## src/rtl/chunked_serial_adder.sv

```systemverilog
`default_nettype none
// ============================================================================
// Module      : chunked_serial_adder
// Description : Multi-cycle N-bit adder/subtractor. Operands are processed
//               W bits per cycle, least significant chunk first, through a
//               single W-bit carry-chain slice with a registered carry between
//               chunks. Valid/ready handshakes on input and output.
// Ports       : clk       - rising-edge clock
//               rst_n     - synchronous active-low reset
//               in_valid  - operands/mode valid
//               in_ready  - block can accept an operation (IDLE)
//               a, b      - N-bit operands
//               cin       - carry-in (add) / borrow-in (subtract)
//               sub       - 0: s = a+b+cin, 1: s = a-b-cin
//               out_valid - result valid (DONE)
//               out_ready - consumer accepts result
//               s         - sum/difference modulo 2^N
//               cout      - raw carry out of bit N-1 (subtract: 1 = no borrow)
//               ovf       - two's-complement signed overflow
// Revision    : 1.0 - initial release
// ============================================================================
module chunked_serial_adder #(
    parameter int N = 128,
    parameter int W = 32
) (
    input  logic         clk,
    input  logic         rst_n,
    input  logic         in_valid,
    output logic         in_ready,
    input  logic [N-1:0] a,
    input  logic [N-1:0] b,
    input  logic         cin,
    input  logic         sub,
    output logic         out_valid,
    input  logic         out_ready,
    output logic [N-1:0] s,
    output logic         cout,
    output logic         ovf
);

    localparam int K  = N / W;
    localparam int CW = (K > 1) ? $clog2(K) : 1;

    typedef enum logic [1:0] {
        S_IDLE = 2'd0,
        S_RUN  = 2'd1,
        S_DONE = 2'd2
    } state_t;

    state_t          r_state;
    state_t          w_next;

    logic [N-1:0]    r_a;
    logic [N-1:0]    r_b;
    logic            r_carry;
    logic            r_a_msb;
    logic            r_b_msb;
    logic [CW-1:0]   r_cnt;
    logic [N-1:0]    r_s;
    logic            r_cout;
    logic            r_ovf;

    logic [N-1:0]    w_b_eff;
    logic [W-1:0]    w_a_chunk;
    logic [W-1:0]    w_b_chunk;
    logic [W:0]      w_sum;
    logic            w_last;

    // Subtraction is a + ~b + 1 - borrow_in, so the inverted operand is
    // stored and the initial carry becomes cin ^ sub.
    assign w_b_eff = sub ? ~b : b;
    assign w_last  = (r_cnt == CW'(K - 1));

    // Select the current chunk with constant slices so no variable
    // part-select arithmetic appears on the operand path.
    always_comb begin
        w_a_chunk = '0;
        w_b_chunk = '0;
        for (int k = 0; k < K; k++) begin
            if (r_cnt == CW'(k)) begin
                w_a_chunk = r_a[k*W +: W];
                w_b_chunk = r_b[k*W +: W];
            end
        end
    end

    assign w_sum = {1'b0, w_a_chunk} + {1'b0, w_b_chunk} + {{W{1'b0}}, r_carry};

    // State register
    always_ff @(posedge clk) begin
        if (!rst_n) begin
            r_state <= S_IDLE;
        end else begin
            r_state <= w_next;
        end
    end

    // Next-state and handshake outputs
    always_comb begin
        w_next    = r_state;
        in_ready  = 1'b0;
        out_valid = 1'b0;
        case (r_state)
            S_IDLE: begin
                in_ready = 1'b1;
                if (in_valid) begin
                    w_next = S_RUN;
                end
            end
            S_RUN: begin
                if (w_last) begin
                    w_next = S_DONE;
                end
            end
            S_DONE: begin
                out_valid = 1'b1;
                if (out_ready) begin
                    w_next = S_IDLE;
                end
            end
            default: w_next = S_IDLE;
        endcase
    end

    // Datapath
    always_ff @(posedge clk) begin
        if (!rst_n) begin
            r_a     <= '0;
            r_b     <= '0;
            r_carry <= 1'b0;
            r_a_msb <= 1'b0;
            r_b_msb <= 1'b0;
            r_cnt   <= '0;
            r_s     <= '0;
            r_cout  <= 1'b0;
            r_ovf   <= 1'b0;
        end else begin
            case (r_state)
                S_IDLE: begin
                    if (in_valid) begin
                        r_a     <= a;
                        r_b     <= w_b_eff;
                        r_carry <= cin ^ sub;
                        r_a_msb <= a[N-1];
                        r_b_msb <= w_b_eff[N-1];
                        r_cnt   <= '0;
                    end
                end
                S_RUN: begin
                    for (int k = 0; k < K; k++) begin
                        if (r_cnt == CW'(k)) begin
                            r_s[k*W +: W] <= w_sum[W-1:0];
                        end
                    end
                    r_carry <= w_sum[W];
                    if (w_last) begin
                        // On the final chunk, w_sum[W-1] is the new s[N-1].
                        r_cout <= w_sum[W];
                        r_ovf  <= (r_a_msb == r_b_msb) && (w_sum[W-1] != r_a_msb);
                    end else begin
                        r_cnt <= r_cnt + CW'(1);
                    end
                end
                default: begin
                end
            endcase
        end
    end

    assign s    = r_s;
    assign cout = r_cout;
    assign ovf  = r_ovf;

endmodule
`default_nettype wire

```

## config.mk

```make
export PLATFORM = sky130hd
export DESIGN_NAME = chunked_serial_adder
export DESIGN_NICKNAME = d
export VERILOG_FILES = /design/src/rtl/chunked_serial_adder.sv
export SDC_FILE = /design/constraint.sdc
export NUM_CORES = 1
export LEC_CHECK = 0
export CAP_MARGIN = 20
export CELL_PAD_IN_SITES_DETAIL_PLACEMENT = 0
export CELL_PAD_IN_SITES_GLOBAL_PLACEMENT = 1
export CORE_ASPECT_RATIO = 1.4
export CORE_UTILIZATION = 33
export CTS_CLUSTER_SIZE = 24
export DETAILED_ROUTE_END_ITERATION = 10
export HOLD_SLACK_MARGIN = 0.02
export PLACE_DENSITY_LB_ADDON = 0.1
export SLEW_MARGIN = 15
export SYNTH_ARGS = -nofsm -noshare
export SYNTH_HDL_FRONTEND = slang
export SYNTH_SLANG_ARGS = --single-unit
```

## constraint.sdc

```tcl
create_clock -name clk -period 4.2 [get_ports clk]
set_clock_uncertainty 0.15 [all_clocks]
set_input_delay 0.42 -clock clk [delete_from_list [all_inputs] [get_ports clk]]
set_output_delay 0.42 -clock clk [all_outputs]
set_load 0.01 [all_outputs]
```

==> run summary, run 1 <==
worst setup margin: 0.09733 ns
Clock power frac: 0.389
Main synth FF type: dfxtp_1
total gr overflow: 0
post-synth cell types: 59
crit path DAT: 4.40 ns
CTS tree: done
first drt pass iteration count: 5
crit path time final: 4.103 ns
metal2 WL: 34250 um
Max Clk Rate: 243.7 MHz
syn nets: 2781
max-slew violation count: 0
Seq/Total Area, Yosys: 0.4217
crit start category: flip-flop
num rows: 102
MaxCap Viol Count: 0
first-pass GRT wire length: 103100 um
clock-pin slew on the worst setup and hold paths: 0.06 ns
Required @ worst endpoint: 4.50 ns
Num CTS Buffers: 41
RSZ-0062 raised after global routing: yes
PortBufs: 393
mean area per synthesized cell: 7.479 um2
Crit Path Max Fanout: 8
Syn Std Cell Area: 0.01856 mm2
gpl congestion: 0.8669
Met1 Routed Length: 30470 um
measured slew at the worst slew-check pin: 1.087 ns
WHS: 0.2679 ns
Sinks on Clock Net: 391
CTS root buf: clkbuf_16
status: finished clean
Net Switching: 0.002744 W
Final Hold Fails: 0
dpl hpwl: 52090 um
DR top layer: met4
sw frac: 0.2792
Die X: 202.4 um
Cell Pwr Density: 381.4 mW/mm2
Top Ports: 394
Area Growth Syn to Fin: 38.85%
# DRC: 0
vias in the first global route: 17.56k
core area: 0.05539 mm2
Vias: 18.13k
Die ar.: 0.05722 mm2
R2R depth: 17
antenna viol nets, final: 0
initial core utilization: 0.3351
Worst R2R Setup Slack: 0.1 ns
r2r endpoint: s[60]$_SDFFE_PN0P_
Seq pwr share: 0.413
H-Tree Depth: 2
Die H: 282.6 um
antenna violations before repair: 3
Gate Count Post-Synth: 2482
post-synthesis async set-or-reset flop share: 0
final WL: 68910 um
final setup fails: 0
synth warn: 0
drt initial violations: 930
Final #Nets: 3177
Synth Register Bits: 391
Comb power frac: 0.198
crit path kind: reg -> reg
GRT Util Overall: 0.2326
Post-synth EDFFs: 0
Tcrit/Tclk final: 0.9768
VDD IR max: 258.9 uV
Routed wire per std cell: 18.95 um
Pleak: 9.603 nW
routed length on met3: 2587 um
Worst Setup SP: r_cnt[1]$_SDFFE_PN0P_
pre-CTS WS: -0.1080 ns
Setup crit end: s[60]$_SDFFE_PN0P_
largest net degree at the start of global routing: 105
ratio of cells with drive above 1 in the final layout: 0.1001
CP endpoint kind: flip-flop
Critical R2R Launch: r_cnt[1]$_SDFFE_PN0P_
vias per std cell: 4.986
Hold WC Path Type: in -> reg
Max Root-Sink Buffers: 3
final instance area: 0.02577 mm2
Int Pwr: 0.007086 W
relative slew slack: 0.2753
area of placed instances: 0.02395 mm2
clk_lat worst skew: 0.55 ns
## synth_stat cells (13+ instances only)
| cell type | number | area share |
|---|---|---|
| a211oi_1 | 139 | 0.056 |
| nand2_1 | 544 | 0.11 |
| a21oi_1 | 361 | 0.097 |
| dfxtp_1 | 391 | 0.42 |
| ha_1 | 35 | 0.024 |
| buf_1 | 16 | 0.0032 |
| xnor2_1 | 139 | 0.066 |
| clkbuf_1 | 179 | 0.036 |
| a21o_1 | 16 | 0.0065 |
| o21ai_0 | 91 | 0.025 |
| nor2_1 | 344 | 0.070 |
| inv_1 | 14 | 0.0028 |
| nor3_1 | 13 | 0.0035 |
| nand3_1 | 43 | 0.012 |
## cells by family after synthesis
group,share of synthesized area
AO/OA/AOI/OAI,0.2185
multiplexers,0.001618
AND/OR/NAND/NOR,0.2181
buffers and inverters,0.04307
flip-flops,0.4217
XOR/XNOR,0.07125
adder cells (fa/ha/maj),0.02575
## layout make-up
cell class | count | area [um2]
tap | 728 | 910.9
timing repair buffer | 551 | 5325
clock inverter | 11 | 165.2
multi-input combinational | 1879 | 10230
antenna | 2 | 5.005
inverter | 14 | 65.06
sequential | 391 | 7833
clock buffer | 61 | 1244
fill | 5661 | 29610
## critical path: stages, from the launching register on
cell and delay [ns]:
dfxtp_2 0.34, inv_4 0.07, ha_4 0.23, buf_6 0.12, a21oi_2 0.04, nor2_1 0.08, a21oi_1 0.06, nor2_1 0.16
a21oi_2 0.06, fa_2 0.40, fa_2 0.36, and2b_1 0.24, o2111ai_2 0.14, and4_4 0.25, o41ai_4 0.46, o21bai_4 0.15
a211o_4 0.41, o311ai_2 0.27
## worst min-delay path by stage
stage                                   start                   end  slack, ns  cells past startpoint
final                                   a[74]  r_a[74]$_SDFFE_PN0P_       0.27                      3
after global routing                    a[74]  r_a[74]$_SDFFE_PN0P_       0.26                      3
after CTS                               a[47]  r_a[47]$_SDFFE_PN0P_       0.25                      3
after detailed placement   s[77]$_SDFFE_PN0P_    s[77]$_SDFFE_PN0P_       0.30                      2
after global placement     s[49]$_SDFFE_PN0P_    s[49]$_SDFFE_PN0P_       0.29                      2
after floorplan           r_a[0]$_SDFFE_PN0P_   r_a[0]$_SDFFE_PN0P_       0.29                      2
## cells in the final DEF, fill, tap and decap left out, types with 6 or more instances in the layout
cell type and n:
nand2_1 541, clkdlybuf4s50_1 391, dfxtp_1 389, a21oi_1 344, nor2_1 339, buf_4 140
a211oi_1 139, xnor2_1 138, o21ai_0 85, clkbuf_16 45, nand3_1 43, ha_1 30
a21oi_2 17, a21o_1 16, buf_12 13, nor3_1 12, a32oi_1 12, nand2b_1 11
inv_1 10, o21ai_1 10, xor2_1 10, clkbuf_8 10, o21a_1 9, clkbuf_1 8
nor2b_1 7, nand4_1 7, and3_1 6, a31oi_1 6
## through the flow
step / cells / total power, W / TNS [ns] / util
after floorplan: 2482 / 0.005071 / 0 / -
after global placement: 3551 / 0.006021 / -1.267 / 0.4324
after detailed placement: 3551 / 0.006037 / -1.387 / 0.4324
after CTS: 3624 / 0.009886 / 0 / 0.4588
after global routing: 3637 / 0.01027 / -0.2388 / 0.4653
final: 3637 / 0.009830 / 0 / 0.4653
## power by group through the flow
stage | registers, W | clock network [W] | logic (W)
finish | 0.00406 | 0.00383 | 0.00194
global placement | 0.00414 | 0 | 0.00188
CTS | 0.00406 | 0.00392 | 0.00191
floorplan | 0.00410 | 0 | 0.000969
global route | 0.00408 | 0.00407 | 0.00213
detailed placement | 0.00414 | 0 | 0.00190
## registers in the layout, indices dropped and copies added (netlist names)
| signal | cells |
|---|---|
| cout | 1 |
| ovf | 1 |
| r_a | 128 |
| r_b | 128 |
| r_carry | 1 |
| r_cnt | 2 |
| r_state | 2 |
| s | 128 |
## routing by layer
layer / vias up / GRT usage
met2: 422 / 0.4060
li1: 9210 / -
met1: 8430 / 0.2991
met5: - / 0
met4: 0 / 0.07191
met3: 72 / 0.02523
## timing repair
item                                    CTS  global route
setup buffers                             1             9
endpoints found under the setup margin   38            84
hold buffers                              0             0
pin swaps                                 3            16
gates cloned                              0             2
resized for setup                         9            56
Power figures use the tool's default switching activity.
==> run 2: changes to the inputs <==
CORE_UTILIZATION = 37   (was 33)
PLACE_DENSITY = 0.81   (was default)
PLACE_DENSITY_LB_ADDON = default   (was 0.1)
SLEW_MARGIN = default   (was 15)
clock period = 4.7 ns   (was 4.2 ns; I/O delays follow)
==> run 2 against run 1 <==
  * Wire length decreased by 6.0%
  * Final cell count fell by 5.5%
  * Global-route usage is 1.4 points higher
  * Core utilization up 3.1 points
  * Clock-buffer cell count fell by 9
  * Maximum frequency is 8.5% lower
  * Via count is 0.62% lower
  * Register-to-register slack improved by 0.12 ns
  * First-iteration DRC count is 33% higher
  * Final area down 5.2%
  * Clock power down 17%
  * Total power decreased by 15%
  * Largest cell class unchanged
==> run summary, run 2 (same netlist as run 1, synthesis figures left out) <==
GRT Util Overall: 0.2467
commonest non-fill, non-tap cell in the layout: nand2_1
H-Tree Depth: 2
clk_lat worst skew: 0.56 ns
Pwr Total: 0.008365 W
status: finished clean
MaxCap Viol Count: 0
CP max stage cell: o311ai_0
Num CTS Buffers: 39
CTS tree: done
worst setup margin: 0.2186 ns
Final #Nets: 3071
antenna viol nets, final: 0
Die X: 191.3 um
Sinks on Clock Net: 391
CP endpoint kind: flip-flop
Vias: 18.02k
crit path kind: reg -> reg
first-pass GRT wire length: 97990 um
ratio of cells with drive above 1 in the final layout: 0.04968
Worst R2R Setup Slack: 0.22 ns
relative slew slack: 0.3169
Tcrit/Tclk final: 0.9535
Fillers: 4852
critical-path cell list: inv_1 > ha_4 > buf_12 > buf_4 > nor2_1 > a21oi_1 > o21ai_0 > ha_1 > and3_1 > a21oi_1 > a31oi_1 > o311ai_0 > buf_4 > a21oi_1 > or3_1 > nand3_1 > a21oi_1
vias in the first global route: 17.16k
PortBufs: 393
gpl congestion: 0.8989
initial core utilization: 0.3769
clock-pin slew on the worst setup and hold paths: 0.06 ns
Max Clk Rate: 223.1 MHz
CTS root buf: clkbuf_16
Top Ports: 394
crit start category: flip-flop
multi-input logic area: 0.01003 mm2
Hold WC Path Type: reg -> reg
Reg area: 0.007829 mm2
core area: 0.04925 mm2
drt initial violations: 1234
first drt pass iteration count: 7
Cell Pwr Density: 342.2 mW/mm2
antenna violations before repair: 3
dpl hpwl: 47990 um
Routed wire per std cell: 18.85 um
max-slew violation count: 0
# DRC: 0
Crit Path Max Fanout: 40
crit path DAT: 4.72 ns
num rows: 96
Die ar.: 0.05108 mm2
Area Growth Syn to Fin: 31.69%
final WL: 64780 um
commonest cells after routing, fill and taps aside: nand2_1, clkdlybuf4s50_1, dfxtp_1
RSZ-0062 raised after global routing: no
VDD IR max: 206.4 uV
crit-path max cell delay: 0.59 ns
Max Root-Sink Buffers: 3
crit path time final: 4.481 ns
measured slew at the worst slew-check pin: 1.025 ns
vias per std cell: 5.245
total gr overflow: 0
final setup fails: 0
Pleak: 8.918 nW
Final Hold Fails: 0
largest net degree at the start of global routing: 134
Required @ worst endpoint: 4.94 ns
most used cell along the critical path: a21oi_1
pre-CTS WS: -0.05364 ns
Die H: 267.0 um
run 2: worst paths after layout:
kind	from	endpoint	cells past startpoint
max	r_cnt[0]$_SDFFE_PN0P_	s[113]$_SDFFE_PN0P_	17
min	s[17]$_SDFFE_PN0P_	s[17]$_SDFFE_PN0P_	2
min reg2reg	s[17]$_SDFFE_PN0P_	s[17]$_SDFFE_PN0P_	2
max reg2reg	r_cnt[0]$_SDFFE_PN0P_	s[113]$_SDFFE_PN0P_	17
run 2: report_power, final:
group          leakage, nW  internal [W]  total [W]  switching [W]
Clock                0.625       0.00184    0.00317        0.00134
Sequential            3.20       0.00351    0.00362       0.000116
Combinational         5.09      0.000661    0.00157       0.000907
run 2: critical path, delay by kind of cell (launching register included):
kind / cells / cell delay, ns
compound gates: 7 / 1.41
fa+ha+maj: 2 / 0.72
buf+inv: 4 / 0.83
flops: 1 / 0.36
simple gates: 4 / 0.82
run 2: cell type report:
class	instances	area share
clock inverter	15	0.008036
tap	637	0.03260
antenna	1	0.0001024
multi-input combinational	1879	0.4102
sequential	391	0.3203
inverter	14	0.002457
timing repair buffer	447	0.1823
clock buffer	52	0.04402
run 2: routing by layer:
metal	part of all wire	global-route usage	vias up
met3	0.050	0.02985	92
met4	0.031	0.08215	2
met5	0.00020	0	-
li1	-	-	8983
met1	0.42	0.3137	8404
met2	0.49	0.4278	541
run 2: repair_timing:
item | 4_1_cts | 5_1_grt
endpoints found under the setup margin | 14 | 61
resized for setup | 4 | 8
hold buffers | 0 | 0
pin swaps | 0 | 1
buffers inserted | 0 | 1
run 2: stage by stage:
step	util	TNS (ns)	hold WS (ns)	instance area, um2	cells
floorplan	-	0	0.2866	18560	2482
global placement	0.4693	0	0.2924	23110	3367
detailed placement	0.4693	-0.1737	0.2967	23110	3367
CTS	0.4953	0	0.3014	24390	3434
global route	0.4964	0	0.3128	24440	3436
finish	0.4964	0	0.3036	24440	3436
